==> src/rtl/multicycle_control.sv <==
// Main control FSM for the multicycle RV32I core: sequences fetch/decode/execute/memory/writeback.
// Optional LUI support is compiled in when MCTRL_LUI_EN is defined.
module multicycle_control #(
  parameter logic [3:0] RESET_STATE = 4'd0
) (
  input  logic       clk,
  input  logic       reset,
  input  logic [6:0] opcode,
  input  logic       Zero,
  input  logic       mem_ready,
  output logic       PCWrite,
  output logic       AdrSrc,
  output logic       MemWrite,
  output logic       IRWrite,
  output logic [1:0] ResultSrc,
  output logic [1:0] ALUSrcA,
  output logic [1:0] ALUSrcB,
  output logic [1:0] ALUOp,
  output logic       RegWrite,
  output logic       illegal_instr,
  output logic [3:0] state
);

  localparam logic [3:0] FETCH      = 4'd0;
  localparam logic [3:0] DECODE     = 4'd1;
  localparam logic [3:0] MEMADR     = 4'd2;
  localparam logic [3:0] MEMREAD    = 4'd3;
  localparam logic [3:0] MEMWB      = 4'd4;
  localparam logic [3:0] MEMWRITE   = 4'd5;
  localparam logic [3:0] EXECUTER   = 4'd6;
  localparam logic [3:0] EXECUTEI   = 4'd7;
  localparam logic [3:0] ALUWB      = 4'd8;
  localparam logic [3:0] JAL        = 4'd9;
  localparam logic [3:0] BEQ        = 4'd10;
`ifdef MCTRL_LUI_EN
  localparam logic [3:0] EXECUTELUI = 4'd11;
`endif

  logic [3:0] state_r;
  logic [3:0] next_state_s;
  logic       branch_s;
  logic       pcupdate_s;
  logic       irwrite_s;
  logic       memwrite_s;
  logic       regwrite_s;
  logic       illegal_s;
  logic       adrsrc_s;
  logic [1:0] resultsrc_s;
  logic [1:0] alusrca_s;
  logic [1:0] alusrcb_s;
  logic [1:0] aluop_s;

  // State register; reset abandons any in-flight instruction and restarts at FETCH.
  always_ff @(posedge clk or posedge reset) begin
    if (reset) begin
      state_r <= RESET_STATE;
    end else begin
      state_r <= next_state_s;
    end
  end

  // Next-state and per-state output decode.
  always_comb begin
    next_state_s = FETCH;
    branch_s     = 1'b0;
    pcupdate_s   = 1'b0;
    irwrite_s    = 1'b0;
    memwrite_s   = 1'b0;
    regwrite_s   = 1'b0;
    illegal_s    = 1'b0;
    adrsrc_s     = 1'b0;
    resultsrc_s  = 2'b00;
    alusrca_s    = 2'b00;
    alusrcb_s    = 2'b00;
    aluop_s      = 2'b00;
    case (state_r)
      FETCH: begin
        alusrcb_s   = 2'b10;
        resultsrc_s = 2'b10;
        irwrite_s   = mem_ready;
        pcupdate_s  = mem_ready;
        if (mem_ready) begin
          next_state_s = DECODE;
        end else begin
          next_state_s = FETCH;
        end
      end
      DECODE: begin
        // ALUOut captures OldPC + imm here so BEQ/JAL find their target ready.
        alusrca_s = 2'b01;
        alusrcb_s = 2'b01;
        case (opcode)
          7'b0000011, 7'b0100011: next_state_s = MEMADR;
          7'b0110011:             next_state_s = EXECUTER;
          7'b0010011:             next_state_s = EXECUTEI;
          7'b1101111:             next_state_s = JAL;
          7'b1100011:             next_state_s = BEQ;
`ifdef MCTRL_LUI_EN
          7'b0110111:             next_state_s = EXECUTELUI;
`endif
          default: begin
            next_state_s = FETCH;
            illegal_s    = 1'b1;
          end
        endcase
      end
      MEMADR: begin
        alusrca_s = 2'b10;
        alusrcb_s = 2'b01;
        if (opcode == 7'b0000011) begin
          next_state_s = MEMREAD;
        end else begin
          next_state_s = MEMWRITE;
        end
      end
      MEMREAD: begin
        adrsrc_s = 1'b1;
        if (mem_ready) begin
          next_state_s = MEMWB;
        end else begin
          next_state_s = MEMREAD;
        end
      end
      MEMWB: begin
        resultsrc_s  = 2'b01;
        regwrite_s   = 1'b1;
        next_state_s = FETCH;
      end
      MEMWRITE: begin
        adrsrc_s   = 1'b1;
        memwrite_s = 1'b1;
        if (mem_ready) begin
          next_state_s = FETCH;
        end else begin
          next_state_s = MEMWRITE;
        end
      end
      EXECUTER: begin
        alusrca_s    = 2'b10;
        aluop_s      = 2'b10;
        next_state_s = ALUWB;
      end
      EXECUTEI: begin
        alusrca_s    = 2'b10;
        alusrcb_s    = 2'b01;
        aluop_s      = 2'b10;
        next_state_s = ALUWB;
      end
      ALUWB: begin
        regwrite_s   = 1'b1;
        next_state_s = FETCH;
      end
      JAL: begin
        // PC takes the target from ALUOut while the ALU forms PC+4 for rd.
        alusrca_s    = 2'b01;
        alusrcb_s    = 2'b10;
        pcupdate_s   = 1'b1;
        next_state_s = ALUWB;
      end
      BEQ: begin
        alusrca_s    = 2'b10;
        aluop_s      = 2'b01;
        branch_s     = 1'b1;
        next_state_s = FETCH;
      end
`ifdef MCTRL_LUI_EN
      EXECUTELUI: begin
        alusrca_s    = 2'b11;
        alusrcb_s    = 2'b01;
        next_state_s = ALUWB;
      end
`endif
      default: begin
        next_state_s = FETCH;
      end
    endcase
  end

  // Enables are forced low while reset is held; selects already show FETCH values.
  assign PCWrite       = ~reset & ((Zero & branch_s) | pcupdate_s);
  assign IRWrite       = ~reset & irwrite_s;
  assign MemWrite      = ~reset & memwrite_s;
  assign RegWrite      = ~reset & regwrite_s;
  assign illegal_instr = ~reset & illegal_s;
  assign AdrSrc        = adrsrc_s;
  assign ResultSrc     = resultsrc_s;
  assign ALUSrcA       = alusrca_s;
  assign ALUSrcB       = alusrcb_s;
  assign ALUOp         = aluop_s;
  assign state         = state_r;

endmodule
==> config.mk <==
export PLATFORM = sky130hd
export DESIGN_NAME = multicycle_control
export DESIGN_NICKNAME = d
export VERILOG_FILES = /design/src/rtl/multicycle_control.sv
export SDC_FILE = /design/constraint.sdc
export NUM_CORES = 1
export LEC_CHECK = 0
export CORE_MARGIN = 4
export CORE_UTILIZATION = 39
export CTS_CLUSTER_SIZE = 40
export DETAILED_ROUTE_END_ITERATION = 10
export PLACE_DENSITY_LB_ADDON = 0.1
export SYNTH_ARGS = -nofsm -noshare
export SYNTH_HDL_FRONTEND = slang
export SYNTH_SLANG_ARGS = --single-unit
==> constraint.sdc <==
create_clock -name clk -period 1.25 [get_ports clk]
set_input_delay 0.125 -clock clk [delete_from_list [all_inputs] [get_ports clk]]
set_output_delay 0.125 -clock clk [all_outputs]
set_load 0.02 [all_outputs]
==> flow_metrics.tcl, run 1 <==
set metrics [dict create \
    yosysSeqAreaShare_pct 16.6 \
    synth_cell_types 45 \
    dp_slack_ns -0.651 \
    clock_sinks 4 \
    synth_common_cells "7 x nor2_1, 4 x dfrtp_1, 4 x nor3_1" \
    pin_count 29 \
    ys.warnings.count 0 \
    syn_nets 84 \
    toolErrorMsg "[ERROR DPL-0033] detailed placement checks failed during check placement." \
    lastStage "clock tree synthesis" \
    synth_most_common_cell "nor2_1" \
    die_h_um 47.3 \
    cts_root_buffer "clkbuf_4" \
    place.gp.congestion 0.790 \
    cts_setup_buffers 6 \
    synthCells 73 \
    cts_made_buffers 3 \
    die_x_um 47.3 \
    htreeDepth 1 \
    async_reset_ff_share_pct 100 \
    initial_utilization_pct 43.5 \
    rows 13 \
    netlist_area_sq_um 602 \
    synth_top_cell_area_share_pct 16.6 \
    portBuffers 28 \
    synth_top_area_cell "dfrtp_1" \
    synth-edff-count 0 \
    ys.flop_type "dfrtp_1" \
    synth_area_leaders "dfrtp_1 17%, nand4bb_4 4.6%, nor2_1 4.4%" \
    status "aborted with a tool error" \
    hpwl_mm 1.74 \
    placed_cells 147 \
    postCtsHoldBufs 0 \
    cts_buffer_depth 2 \
    ys_ff_latch 4 \
    cts_resized 99 \
    synth.avg_cell_area_sq_um 8.24 \
]
==> stage by stage <==
| step | utilization [%] | instance area, sq um |
|---|---|---|
| floorplan | - | 692 |
| global placement | 87.7 | 1210 |
| detailed placement | 87.7 | 1210 |
==> cell families after synthesis <==
| logic type | count (synthesis) | share of synthesized area (%) |
|---|---|---|
| and+or+nand+nor | 42 | 47.4 |
| DFF | 4 | 16.6 |
| muxes | 1 | 1.66 |
| AOI/OAI and AO/OA | 16 | 23.3 |
| xor gates and xnor gates | 3 | 4.37 |
| buffers and inverters | 7 | 6.65 |
==> run 2: changes to the inputs <==
CORE_AREA = 4 4 65 67   (was not set)
CORE_MARGIN = not set   (was 4)
CORE_UTILIZATION = not set   (was 39)
CTS_CLUSTER_SIZE = not set   (was 40)
DIE_AREA = 0 0 69 71   (was not set)
PLACE_DENSITY_LB_ADDON = 0.15   (was 0.1)
==> run 2 against run 1 <==
Net effect: the flow now finishes, with violations (negative setup slack); synthesized cell count unchanged; area after synthesis unchanged.
==> flow_metrics.tcl, run 2 <==
set metrics [dict create \
    status "finished, violations left" \
    failed_checks "negative setup slack" \
    htreeDepth 1 \
    pin_count 29 \
    diodes 0 \
    synth_common_cells "7 x nor2_1, 4 x dfrtp_1, 4 x nor3_1" \
    synthCells 73 \
    critical_path_arrival_ns 1.34 \
    synth-edff-count 0 \
    place.gp.congestion 0.762 \
    worstPathRequired_ns 1.12 \
    synth_top_area_cell "dfrtp_1" \
    grtUsageMet2_pct 16.7 \
    avgViaCountPerCell 4.29 \
    max_freq_ghz 0.682 \
    finalHoldViolations 0 \
    clock_sinks 4 \
    first_iter_violations 15 \
    finalWorstPathRequiredPeriod_ns 1.47 \
    die_x_um 69 \
    nets 154 \
    drc_errors 0 \
    setup-violations-final 18 \
    worstMarginPinSlew_ns 0.315 \
    drtAntennaViolNets 0 \
    synth_most_common_cell "nor2_1" \
    synth_top_cell_area_share_pct 16.6 \
    syn_nets 84 \
    netlist_area_sq_um 602 \
    p_per_area_nw_per_um2 600 \
    ys_ff_latch 4 \
    drive_gt1_share_pct 73.9 \
    finalMaxSlewViolations 0 \
    die_h_um 71 \
    drt-total-wl_mm 2.31 \
    register_area_sq_um 105 \
    dp_slack_ns -0.656 \
    grt_busiest_layer "met2" \
    nFillCells 371 \
    placed_cells 178 \
    leakage_uw 0.000647 \
    hpwl_mm 1.79 \
    yosysSeqAreaShare_pct 16.6 \
    cts_tree "yes" \
    finalPower_uw 884 \
    rsz0062_at_grt "true" \
    path_clk_slew_ns 0.03 \
    largest_reg_flops 4 \
    floorplan.die_area_sq_um 4900 \
    cp_top_family "flip-flops" \
    critPathBufInv 2 \
    synth_area_leaders "dfrtp_1 17%, nand4bb_4 4.6%, nor2_1 4.4%" \
    start_kind "flip-flop" \
    clk_latency_ns 0.22 \
    grt_use_met1_pct 12.1 \
    grt_max_degree 10 \
    fin_worst_skew_ns 0.00327 \
    overflow 0 \
    num_vias 816 \
    syn_to_final_growth_pct 145 \
    critical_path_class "reg -> out" \
    first_pass_iters 4 \
    async_reset_ff_share_pct 100 \
    cts_root_buffer "clkbuf_8" \
    grt_pass1_wl_mm 4.00 \
    path_cells "buf_6 > and2b_2 > mux2i_2 > nor2_2 > buf_6" \
    grt_pass1_vias 846 \
    antenna_found_initial 0 \
    rows 22 \
    fin_cells 190 \
    cp_common_cell "buf_6" \
    postCtsHoldBufs 0 \
    portBuffers 28 \
    grtUsageTotal_pct 9.79 \
    maxCapViolations 0 \
    multi_input_area_sq_um 637 \
    initial_utilization_pct 16.6 \
    layout_common_cells "36 x buf_4, 19 x buf_6, 9 x clkdlybuf4s50_1, 4 x dfrtp_2" \
    synth.avg_cell_area_sq_um 8.24 \
    core_region_area_sq_um 3630 \
    slowest_delay_ns 0.42 \
    cts_made_buffers 3 \
    wl_per_cell_um 12.1 \
    layout_commonest_cell "buf_4" \
    cts_buffer_depth 2 \
    peakVddDrop_uv 255 \
    grtUsageMet3_pct 2.41 \
    ys.warnings.count 0 \
    cp_max_fo 7 \
    ys.flop_type "dfrtp_1" \
    slew_headroom_pct 78.8 \
    fin_ws_ns -0.216 \
    hold_path_class "in -> async" \
    cp_slowest_cell "dfrtp_2" \
    period_share_pct 117 \
    synth_cell_types 45 \
    cp-end-kind "output port" \
]
-- run 2: cell counts after synthesis --
No cell type changed its count.
-- run 2: final timing paths --
| check | end | startpoint | slack (ns) | depth (start not counted) |
|---|---|---|---|---|
| worst max register to register | state[0]$_DFF_PP0_ | state[1]$_DFF_PP0_ | -0.19 | 5 |
| worst max-delay path | ALUSrcB[0] | state[1]$_DFF_PP0_ | -0.22 | 5 |
| worst min register to register | state[1]$_DFF_PP0_ | state[3]$_DFF_PP0_ | 0.84 | 4 |
| worst min-delay path | state[1]$_DFF_PP0_ | reset | 0.27 | 3 |
| max in group asynchronous | state[3]$_DFF_PP0_ | reset | 0.87 | 3 |
| min in group clk | state[0]$_DFF_PP0_ | opcode[2] | 0.62 | 4 |
-- run 2: report_power, final --
group          internal [uW]  switching (uW)  total [uW]
combinational            246             198         444
sequential               137            12.9         150
clock                    218            72.5         291
total                    601             283         884
-- run 2: worst min-delay path, delay by kind of cell --
family	cells	cell delay [ns]
buffers and inverters	3	0.69
-- run 2: what timing repair did --
item                                    in CTS  in global routing
endpoints found under the hold margin        0                  0
setup buffers                                7                  2
pin swaps                                   14                  7
endpoints found under the setup margin      22                 20
resized for setup                          112                 16
-- run 2: per-stage QoR --
| step | cell area, sq um | hold slack [ns] | util [%] | setup TNS [ns] |
|---|---|---|---|---|
| 6_report | 1470 | 0.270 | 40.6 | -2.76 |
| 5_1_grt | 1470 | 0.318 | 40.6 | -3.87 |
| 4_1_cts | 1390 | 0.274 | 38.2 | -2.92 |
| 3_5_place_dp | 1240 | 0.498 | 34.1 | -8.04 |
| 3_3_place_gp | 1240 | 0.500 | 34.1 | -7.88 |
| 2_1_floorplan | 692 | -0.0906 | - | -0.228 |
-- run 2: cells by family (layout without fill, tap and decap cells) --
| kind of cell | count (synthesis) | in the layout | synth area share (%) |
|---|---|---|---|
| AND/OR/NAND/NOR | 42 | 42 | 47.4 |
| AO/OA/AOI/OAI | 16 | 16 | 23.3 |
| buffers and inverters | 7 | 76 | 6.65 |
| flip-flops | 4 | 4 | 16.6 |
| XOR/XNOR | 3 | 3 | 4.37 |
| multiplexers | 1 | 1 | 1.66 |
-- run 2: layout make-up --
type / count / area share, %
inverters: 3 / 0.764
well taps: 48 / 4.07
repair buffers: 69 / 41.8
multi-input cells: 62 / 43.2
flip-flops and latches: 4 / 7.13
clock buffers: 4 / 3.06
-- run 2: per-layer routing --
| layer | share of wire [%] | vias up |
|---|---|---|
| li1 | - | 412 |
| met1 | 44 | 373 |
| met2 | 49 | 25 |
| met3 | 5.7 | 6 |
| met4 | 1.3 | 0 |
| met5 | 0 | - |
Note: power is estimated with default switching activity, not from simulation.
